## src/rtl/drc_frame_ctrl.sv

```systemverilog
`default_nettype none
// ============================================================================
// Module   : drc_frame_ctrl
// Brief    : Frame-capture sequencer behind the DVP pixel FIFO. Aligns capture
//            to a vsync-flagged word, counts columns/rows against a latched
//            geometry and emits a framed pixel stream with SOF/EOL/EOF plus
//            done/error pulses.
// Revision : 1.0 - initial release
// ============================================================================
module drc_frame_ctrl #(
    parameter int DVP_DATA_W = 8,
    parameter int PXL_INFO_W = DVP_DATA_W + 2,
    parameter int COL_W      = 12,
    parameter int ROW_W      = 12
) (
    input  logic                  clk,
    input  logic                  rst_n,
    input  logic                  cfg_start,
    input  logic                  cfg_stop,
    input  logic                  cfg_continuous,
    input  logic [COL_W-1:0]      cfg_width_m1,
    input  logic [ROW_W-1:0]      cfg_height_m1,
    output logic                  cam_rx_en,
    input  logic [PXL_INFO_W-1:0] pxl_info_dat,
    input  logic                  pxl_info_vld,
    output logic                  pxl_info_rdy,
    output logic [DVP_DATA_W-1:0] pxl_dat,
    output logic                  pxl_sof,
    output logic                  pxl_eol,
    output logic                  pxl_eof,
    output logic                  pxl_vld,
    input  logic                  pxl_rdy,
    output logic                  busy,
    output logic                  frame_done,
    output logic                  err_line,
    output logic                  err_frame
);

    localparam logic [1:0] c_st_idle     = 2'd0;
    localparam logic [1:0] c_st_wait_sof = 2'd1;
    localparam logic [1:0] c_st_capture  = 2'd2;

    logic [1:0]       r_state;
    logic [COL_W-1:0] r_col;
    logic [ROW_W-1:0] r_row;
    logic [COL_W-1:0] r_width_m1;
    logic [ROW_W-1:0] r_height_m1;
    logic             r_stop_pending;
    logic             r_frame_done;
    logic             r_err_line;
    logic             r_err_frame;

    logic                  w_vs;
    logic                  w_hs;
    logic [DVP_DATA_W-1:0] w_data;
    logic                  w_in_idle;
    logic                  w_in_wait;
    logic                  w_in_cap;
    logic [COL_W-1:0]      w_ec;
    logic [ROW_W-1:0]      w_er;
    logic                  w_line_err;
    logic                  w_frame_err;
    logic                  w_sof;
    logic                  w_eol;
    logic                  w_eof;
    logic                  w_xfer;
    logic                  w_go_again;

    assign w_vs   = pxl_info_dat[PXL_INFO_W-1];
    assign w_hs   = pxl_info_dat[PXL_INFO_W-2];
    assign w_data = pxl_info_dat[DVP_DATA_W-1:0];

    assign w_in_idle = (r_state == c_st_idle);
    assign w_in_wait = (r_state == c_st_wait_sof);
    assign w_in_cap  = (r_state == c_st_capture);

    // Effective position: a misplaced sync flag re-anchors the current byte
    always_comb begin
        w_ec        = r_col;
        w_er        = r_row;
        w_line_err  = 1'b0;
        w_frame_err = 1'b0;
        if (w_vs && ((r_col != '0) || (r_row != '0))) begin
            w_ec        = '0;
            w_er        = '0;
            w_frame_err = 1'b1;
        end else if (w_hs && !w_vs && (r_col != '0)) begin
            w_ec       = '0;
            w_er       = (r_row == r_height_m1) ? '0 : r_row + ROW_W'(1);
            w_line_err = 1'b1;
        end
    end

    assign w_sof  = (w_ec == '0) && (w_er == '0);
    assign w_eol  = (w_ec == r_width_m1);
    assign w_eof  = w_eol && (w_er == r_height_m1);
    assign w_xfer = w_in_cap && pxl_info_vld && pxl_rdy;

    // Back-to-back capture only when nobody asked to stop during this frame
    assign w_go_again = cfg_continuous && !r_stop_pending && !cfg_stop;

    // Input-side ready: drain in IDLE, hold the vsync word in WAIT_SOF, follow downstream in CAPTURE
    always_comb begin
        pxl_info_rdy = 1'b1;
        if (w_in_wait) begin
            pxl_info_rdy = ~w_vs;
        end else if (w_in_cap) begin
            pxl_info_rdy = pxl_rdy;
        end
    end

    assign cam_rx_en  = ~w_in_idle;
    assign busy       = ~w_in_idle;
    assign pxl_vld    = w_in_cap && pxl_info_vld;
    assign pxl_dat    = w_data;
    assign pxl_sof    = w_in_cap && w_sof;
    assign pxl_eol    = w_in_cap && w_eol;
    assign pxl_eof    = w_in_cap && w_eof;
    assign frame_done = r_frame_done;
    assign err_line   = r_err_line;
    assign err_frame  = r_err_frame;

    // Sequencer state, position counters, geometry latch and registered status pulses
    always_ff @(posedge clk or negedge rst_n) begin
        if (!rst_n) begin
            r_state        <= c_st_idle;
            r_col          <= '0;
            r_row          <= '0;
            r_width_m1     <= '0;
            r_height_m1    <= '0;
            r_stop_pending <= 1'b0;
            r_frame_done   <= 1'b0;
            r_err_line     <= 1'b0;
            r_err_frame    <= 1'b0;
        end else begin
            r_frame_done <= w_xfer && w_eof;
            r_err_line   <= w_xfer && w_line_err;
            r_err_frame  <= w_xfer && w_frame_err;

            case (r_state)
                c_st_idle: begin
                    if (cfg_start) begin
                        r_state        <= c_st_wait_sof;
                        r_stop_pending <= cfg_stop;
                        r_width_m1     <= cfg_width_m1;
                        r_height_m1    <= cfg_height_m1;
                    end
                end
                c_st_wait_sof: begin
                    if (cfg_stop) begin
                        r_state <= c_st_idle;
                    end else if (pxl_info_vld && w_vs) begin
                        r_state <= c_st_capture;
                        r_col   <= '0;
                        r_row   <= '0;
                    end
                end
                c_st_capture: begin
                    if (cfg_stop) begin
                        r_stop_pending <= 1'b1;
                    end
                    if (w_xfer) begin
                        if (w_eof) begin
                            r_col <= '0;
                            r_row <= '0;
                            if (w_go_again) begin
                                r_state     <= c_st_wait_sof;
                                r_width_m1  <= cfg_width_m1;
                                r_height_m1 <= cfg_height_m1;
                            end else begin
                                r_state <= c_st_idle;
                            end
                        end else if (w_eol) begin
                            r_col <= '0;
                            r_row <= w_er + ROW_W'(1);
                        end else begin
                            r_col <= w_ec + COL_W'(1);
                            r_row <= w_er;
                        end
                    end
                end
                default: begin
                    r_state <= c_st_idle;
                end
            endcase
        end
    end

endmodule
`default_nettype wire

```

## config.mk

```make
export PLATFORM = sky130hd
export DESIGN_NAME = drc_frame_ctrl
export DESIGN_NICKNAME = d
export VERILOG_FILES = /design/src/rtl/drc_frame_ctrl.sv
export SDC_FILE = /design/constraint.sdc
export NUM_CORES = 1
export LEC_CHECK = 0
export ABC_AREA = 1
export CORE_MARGIN = 10
export CORE_UTILIZATION = 54
export DETAILED_ROUTE_END_ITERATION = 6
export MAX_ROUTING_LAYER = met4
export PLACE_DENSITY_LB_ADDON = 0.2
export SETUP_SLACK_MARGIN = 0.1
export SLEW_MARGIN = 20
export SYNTH_ARGS = -nofsm -noshare
export SYNTH_HDL_FRONTEND = slang
export SYNTH_SLANG_ARGS = --single-unit
```

## constraint.sdc

```tcl
create_clock -name clk -period 3.58 [get_ports clk]
set_clock_uncertainty 0.05 [all_clocks]
set_input_delay 0.895 -clock clk [delete_from_list [all_inputs] [get_ports clk]]
set_output_delay 0.895 -clock clk [all_outputs]
set_load 0.02 [all_outputs]
```

-- Yosys cells after proc, flatten, opt, wreduce, memory -nomap -nowiden
Cells that the tools add are included.
Widths: inputs -> output; s select.
- $add $sub $neg: 3
- equality and inequality tests: 13
- multiplexer cells: 40
- bitwise gates (word level): 2
- reduce and logical (&&, ||, !) cells: 31
- operators with widths (cell ; number):
    $mux 12 ; 21
    $pmux 12 s2 ; 4
    $add 12x1->12 const B ; 3
    $eq 12x12->1 ; 3
    $logic_not 12->1 ; 2
    $reduce_bool 12->1 ; 2
    $logic_and 1x1->1 ; 16
    $mux 2 ; 5
    $mux 1 ; 8
    $ne 2x1->1 const B ; 4
    $reduce_and 4->1 ; 2
    $ne 2x2->1 const B ; 3
    $pmux 2 s3 ; 1
    $reduce_and 5->1 ; 1
    $reduce_bool 2->1 ; 2
    $logic_not 1->1 ; 3
    $ne 3x2->1 const B ; 1
    $reduce_and 3->1 ; 1
    $eq 2x1->1 const B ; 1
    $eq 2x2->1 const B ; 1
    $logic_not 2->1 ; 1
    $not 1->1 ; 2
    $pmux 1 s2 ; 1
    $logic_or 1x1->1 ; 1
- register bits: 54
- input port bits: 41

-- Depth between registers and ports, before layout
Gate-level depths: netlist (run 1).
- word-level depth: 10
- depth in mapped cells: 21
- gate-level depth less buffers: 20

-- Worst setup path after synthesis (run 1)
OpenSTA, ideal clock, no wires.
- path kind: input -> output
- start: in pxl_info_dat[9]
- end: out pxl_sof
- data arrival time: 2809 ps
- required time: 2635 ps
- slack: -174 ps
- stages: 11
- path buffers: 1
- path through: inv_1 nand2_1 a21oi_1 buf_2 nand3_2 nand3_1 ha_1 nand4_1 nor4_1 nand3_1 nor4_1
- cells in the longest elaborated chain, start to end: 8
- elaborated cells between the ends (all ways): 12
- RTL lines (what ; line ; RTL):
    from (decl) ; 24 ; input logic [PXL_INFO_W-1:0] pxl_info_dat,
    $logic_not 1->1 ; 87 ; end else if (w_hs && !w_vs && (r_col != '0)) begin
    $logic_and 1x1->1 (2 in series) ; 87 ;
    $mux 12 ; 87 ;
    $mux 12 ; 83 ; if (w_vs && ((r_col != '0) || (r_row != '0))) begin
    $logic_not 12->1 ; 94 ; assign w_sof = (w_ec == '0) && (w_er == '0);
    $logic_and 1x1->1 (*) ; 94 ;
    $logic_and 1x1->1 (*) ; 116 ; assign pxl_sof = w_in_cap && w_sof;
    to (decl) ; 28 ; output logic pxl_sof,
Every way passes the cells marked *; elsewhere a longest branch is shown, timed or not.

-- Worst setup path after layout (run 1)
- start: reg r_col[5]
- end: out pxl_eof
- cells in the longest elaborated chain, start to end: 7
- elaborated cells between the ends (all ways): 12
- RTL lines (what ; line ; RTL):
    from (decl) ; 44 ; logic [COL_W-1:0] r_col;
    from (signal assigned) ; 177 ; r_col <= w_ec + COL_W'(1);
    $reduce_bool 12->1 ; 83, 87 ;
    $logic_and 1x1->1 or $logic_or 1x1->1 (tied branches) ; 87, 83 ;
    $mux 12 or $logic_and 1x1->1 (tied branches) ; 87, 83 ;
    $mux 12 ; 83 ;
    $eq 12x12->1, on equally long branches ; 95, 96 ;
    $logic_and 1x1->1 (*) ; 96 ; assign w_eof = w_eol && (w_er == r_height_m1);
    $logic_and 1x1->1 (*) ; 118 ; assign pxl_eof = w_in_cap && w_eof;
    to (decl) ; 30 ; output logic pxl_eof,
Marked as above.

==> run metrics, run 1 <==
register area share after synthesis=0.3107; Critical Path RT=~2.6 ns; DRT antenna net count=0; GRT Resource Usage Total=0.2977; Starting Density=0.5599; R2R Setup Slk=0.15 ns; RSZ-0062 raised after global routing=yes; Chip Height=~110 um; Chip Width=109.7 um; Max Fclk=roughly 0.27 GHz; Max Root-Sink Buffers=2; Syn Inst Count=just under 700; via density per instance=just under 6; Worst Hold Class=in -> async; antenna violations before repair=0; Crit. End Element=output port; clk_lat worst skew=0.34 ns; gr ovfl total=0; count of different cell masters after synthesis=36; port buffer count=42; Setup-failing EPs final=3; gp weighted congestion=roughly 1.0; CTS Buf Count=5; Worst-path clk slew=0.11 ns; clock period minus worst slack=3.766 ns; H-tree lvl count=2; row count=32; DR pass1 iterations=7; share of post-route cells with drive strength above 1=0.2973; die area=0.01204 mm^2; Reg-to-Reg End=r_width_m1[5]; Root Buffer=clkbuf_8; DRC viols=0; routed length per placed instance=~18 um; largest fanout on the critical path=4; clock sink total=54; fin crit share=1.052; starting DRC count in detailed routing=roughly 690; Synth Area per Inst=~6.3 um^2; critical path type=reg -> out; FF-to-FF path depth=26; Antenna diodes=0; Final Hold Violating Endpoints=0; Ys Warns=0; Seq cells post-synth=54; reg-to-reg startpoint=r_col[5]; CTS Hold Bufs=0; Nets=roughly 920; status=finished, violations left; wire length of the first global-routing pass=27.27 mm; Max VDD drop=about 370 uV; hold_ws=about 0.37 ns; DRT Wirelength=~18 mm; synth-to-layout area growth=48.39%; vias in the first global route=around 5500; IO Count=between 50 and 60; pre-CTS setup slack=-1.058 ns; Mapped Area=around 0.0043 mm^2; Worst EP arrival=approximately 2.8 ns; CORE AREA=around 0.0078 mm^2; CTS tree=yes; MaxCap Viol Count=0; Critical Path Source Type=flip-flop; synthesized net count=737; Rel. slew slack=0.6184; LEAKAGE=roughly 0.0033 uW; failing checks=setup timing; HPWL after DPL=~13 mm; Slew @ Worst Pin=0.5724 ns; Via Count=5662; worst setup margin=-0.1858 ns; largest net degree at the start of global routing=43; Power Dens Cells=~570 mW/mm^2; fin. max-slew vios=0
critical path, cell delays in order (launching register included):
cell and delay, ns:
dfrtp_1 0.41, inv_2 0.07, nand2_1 0.05, nor2_1 0.18, buf_4 0.17, a21oi_2 0.06
buf_6 0.13, buf_6 0.12, buf_6 0.12, nor2_2 0.12, nand2_2 0.08, buf_4 0.14
nand2_1 0.06, nand2_1 0.08, inv_1 0.07, nand2_2 0.08, inv_2 0.07, nand2_2 0.06
nor2_4 0.10, nand3_2 0.10, nor2_2 0.10, buf_6 0.13
power breakdown:
group | total, uW | internal [uW] | switching (uW)
sequential | 988 | 772 | 216
combinational | 2230 | 1010 | 1230
clock | 452 | 214 | 238
total | 3670 | 1990 | 1680
cell families (layout without fill, tap and decap cells):
| kind of cell | Yosys count | in the layout | share of synthesized area |
|---|---|---|---|
| flops | 54 | 54 | 0.3107 |
| xor+xnor | 18 | 18 | 0.03625 |
| compound gates | 38 | 38 | 0.05466 |
| fa+ha+maj | 6 | 6 | 0.01726 |
| buf+inv | 114 | 301 | 0.1159 |
| simple gates | 460 | 461 | 0.4652 |
routing by layer:
layer  vias to the layer above  part of all wire  global-route usage
li1                       2577                 -                   -
met1                      2594              0.40              0.3904
met2                       408              0.44              0.4434
met3                        83              0.13             0.06963
met4                         0             0.036             0.09758
met5                         -                 0                   -
state kept, by name, indices dropped and copies added (netlist names):
signal and flops:
err_line 1, r_row 12, r_height_m1 12, frame_done 1, r_width_m1 12, r_state 2
r_col 12, r_stop_pending 1, err_frame 1
final cells by class:
class                           count  area [um^2]
Clock buffer                        5        68.82
Clock inverter                      3        48.80
Fill cell                         469         1314
Inverter                           86        326.6
Multi-Input combinational cell    523         2768
Sequential cell                    54         1353
Tap cell                          102        127.6
Timing Repair Buffer              207         1762
per-stage QoR:
step	instances	util	power, uW	TNS [ns]	instance area [um^2]
global placement	949	0.7518	2663	-3.869	5839
CTS	975	0.8125	3436	-0.3084	6311
finish	980	0.8309	3673	-0.3263	6454
floorplan	690	-	1868	0	4367
global route	980	0.8309	3867	-0.7243	6454
detailed placement	949	0.7518	2739	-5.866	5839
synthesized netlist by cell type (all sizes together):
| cell | number | share of area |
|---|---|---|
| nand2 | 271 | 0.24 |
| inv | 82 | 0.071 |
| nor2 | 76 | 0.069 |
| dfrtp | 54 | 0.31 |
| nand4 | 50 | 0.073 |
| nand3 | 49 | 0.064 |
| buf | 22 | 0.037 |
| o21ai | 17 | 0.022 |
| o22ai | 14 | 0.020 |
| xor2 | 12 | 0.024 |
| clkbuf | 6 | 0.0052 |
| ha | 6 | 0.017 |
| xnor2 | 6 | 0.012 |
| nand3b | 5 | 0.0086 |
| nor4 | 5 | 0.0072 |
| clkinv | 4 | 0.0035 |
| nor3 | 4 | 0.0046 |
| o211ai | 2 | 0.0035 |
| a21oi | 1 | 0.0011 |
| a32o | 1 | 0.0023 |
| o21bai | 1 | 0.0017 |
| o31ai | 1 | 0.0017 |
| o41ai | 1 | 0.0020 |
cells in the final DEF, fill, tap and decap left out, types with 6 or more instances in the layout:
cell type / synthesis / final
inv_1: 77 / 73
clkdlybuf4s50_1: 0 / 36
nor2_2: 3 / 15
nand4_1: 49 / 49
nor2_4: 1 / 9
nand2_2: 5 / 21
buf_6: 4 / 12
nand3_2: 4 / 9
nor2_1: 72 / 52
xnor2_1: 6 / 6
o21ai_0: 14 / 12
inv_2: 5 / 9
xor2_1: 12 / 12
buf_4: 10 / 150
nand3_1: 44 / 37
nand2_1: 265 / 247
o22ai_1: 14 / 14
dfrtp_1: 54 / 53
worst max-delay path by stage:
stage	startpoint	end	slack [ns]
after CTS	r_col[1]	pxl_sof	-0.16
after global routing	r_col[5]	pxl_eof	-0.33
final	r_col[5]	pxl_eof	-0.19
after detailed placement	pxl_info_dat[9]	pxl_sof	-1.06
after floorplan	pxl_info_dat[9]	pxl_sof	0.13
after global placement	pxl_info_dat[9]	pxl_sof	-0.91
repair_timing:
action / in CTS / in global routing
pin swaps: 34 / 28
hold endpoints to repair: 0 / 0
setup endpoints to repair: 3 / 9
buffers inserted: 18 / 4
gates cloned: 0 / 1
gates resized for setup: 84 / 30
Note: power is estimated with default switching activity, not from simulation.
==> inputs of run 2 (changes only) <==
- CAP_MARGIN: unset -> 25
- CTS_BUF_LIST: unset -> sky130_fd_sc_hd__clkbuf_4 sky130_fd_sc_hd__clkbuf_8 sky130_fd_sc_hd__clkbuf_16
==> results of run 2 <==
Same layout as run 1: the final DEF is identical, and so are final timing and power.
==> inputs of run 3 (changes only) <==
- CORE_UTILIZATION: 54 -> 50
==> run 3 against run 2 <==
The run ends with DRC, setup timing left. Non-clock buffer count grew 13. Clock-buffer cell count is the same. Final area rose by 2.1%. Worst hold slack improved by 0.11 ns. Critical path type is now in -> out. Largest power group unchanged. Highest routed layer unchanged.
==> run metrics, run 3 (synthesis results as in run 1) <==
die area=approximately 0.013 mm^2; starting DRC count in detailed routing=~680; clock period minus worst slack=roughly 3.8 ns; MaxCap Viol Count=0; Filler cells=579; hold_ws=between 0.4 and 0.5 ns; most frequent cells in the layout=nand2_1 (254), buf_4 (159), inv_1 (71), nor2_1 (56), dfrtp_1 (50); CORE AREA=about 0.0083 mm^2; RSZ-0062 raised after global routing=yes; Nets=between 900 and 1000; status=finished, violations left; commonest non-fill, non-tap cell in the layout=nand2_1; top sig layer=met4; Worst Hold Class=reg -> reg; Crit. End Element=output port; gr ovfl total=0; synth-to-layout area growth=51.55%; HPWL after DPL=around 14 mm; Via Count=5730; Starting Density=0.5215; Root Buffer=clkbuf_8; Power Dens Cells=about 570 mW/mm^2; FF-to-FF path depth=23; clk_lat worst skew=0.33 ns; DRC viols=2; Setup-failing EPs final=3; wire length of the first global-routing pass=just under 30 mm; Antenna diodes=0; Reg-to-Reg End=r_width_m1[4]; clock sink total=between 50 and 60; Core Util, Final=0.7903; DR pass1 iterations=7; row count=33; Final Hold Violating Endpoints=0; worst setup margin=-0.2649 ns; Chip Height=roughly 110 um; CTS Buf Count=5; Rel. slew slack=0.4892; Chip Width=roughly 110 um; Critical Path RT=about 2.6 ns; Slew @ Worst Pin=roughly 0.77 ns; reg-to-reg startpoint=r_col[1]; vias in the first global route=~5800; Met3 Routed Length=about 2.3 mm; LEAKAGE=between 0.003 and 0.004 uW; DRT antenna net count=0; pre-CTS setup slack=-1.071 ns; R2R Setup Slk=approximately 0.22 ns; share of post-route cells with drive strength above 1=0.3019; port buffer count=42; GRT Resource Usage Total=0.2890; Max VDD drop=335.5 uV; CTS tree=yes; fin. max-slew vios=0; Setup TNS Final=-0.6824 ns; Max Root-Sink Buffers=2; routed length per placed instance=18.77 um; start point of the critical path=pxl_info_dat[9]; critical path type=in -> out; gp weighted congestion=1.021; Max Fclk=about 0.26 GHz; largest net degree at the start of global routing=29; Setup crit end=pxl_eof; Worst-path clk slew=between 0.1 and 0.15 ns; H-tree lvl count=2; met2 wire len=between 8 and 9 mm; DRT Wirelength=18.70 mm; Worst EP arrival=~2.9 ns; largest fanout on the critical path=4; via density per instance=approximately 5.8; failing checks=DRC, setup timing; Critical Path Source Type=input port; fin crit share=1.074; IO Count=between 50 and 60; M1 WL=about 7.5 mm; antenna violations before repair=0
==> run 3: changes by cell type in the layout (fill, tap and decap cells not counted), moves of 3 or more <==
cell	change
dfrtp_1	-3
nand2_1	+7
dfrtp_2	+3
buf_4	+9
nand2_2	-8
buf_8	+3
nor2_1	+4
nor2_4	-3
==> run 3: final cells by class <==
cell class / instances / area [um^2] / area share
Sequential cell: 54 / 1356 / 0.2058
Inverter: 86 / 330.3 / 0.05011
Clock inverter: 3 / 48.80 / 0.007403
Tap cell: 105 / 131.4 / 0.01993
Multi-Input combinational cell: 523 / 2761 / 0.4189
Clock buffer: 5 / 68.82 / 0.01044
Timing Repair Buffer: 220 / 1894 / 0.2874
==> run 3: metrics by stage <==
step | area, um^2 | power, uW | std cells
2_1_floorplan | 4367 | 1868 | 690
3_3_place_gp | 5867 | 2663 | 953
3_5_place_dp | 5867 | 2737 | 953
4_1_cts | 6471 | 3508 | 991
5_1_grt | 6591 | 3933 | 996
6_report | 6591 | 3749 | 996
==> run 3: worst min path at each step <==
stage                              start        endpoint  depth (start not counted)
after CTS                  r_width_m1[6]   r_width_m1[6]                          2
after global routing      r_stop_pending  r_stop_pending                          2
after detailed placement   r_width_m1[6]   r_width_m1[6]                          2
after floorplan            r_width_m1[0]   r_width_m1[0]                          2
after global placement    r_stop_pending  r_stop_pending                          2
final                      r_width_m1[6]   r_width_m1[6]                          2
==> run 3: power by group <==
group	leakage (uW)	total [uW]	internal, uW	switching [uW]
registers	0.000698	996	775	221
clock network	0.0000563	453	214	239
logic	0.00267	2300	1030	1270
total	0.00343	3750	2020	1730
==> run 3: critical path: stages <==
cell and delay [ns]:
buf_8 0.10, inv_6 0.06, nand2_4 0.07, a21oi_4 0.18, buf_6 0.14, buf_4 0.14
nor2_1 0.05, nand2_1 0.15, inv_1 0.10, nand2_1 0.08, nand2_1 0.06, inv_1 0.09
nand2_1 0.11, clkinv_1 0.08, nand2_1 0.09, nor2_4 0.13, nand3_2 0.12, nor2_4 0.11
buf_6 0.12
==> run 3: timing repair <==
action                                  CTS  global route
hold buffers                              0             0
cloned                                    0             1
endpoints found under the setup margin   27            25
gates resized for setup                  96            23
buffers inserted                         30             3
pin swaps                                30            13
==> run 3: metal layers <==
metal | GRT usage | vias to the layer above
met1 | 0.3618 | 2636
li1 | - | 2612
met3 | 0.06603 | 82
met4 | 0.1015 | 0
met2 | 0.4474 | 400
met5 | - | -
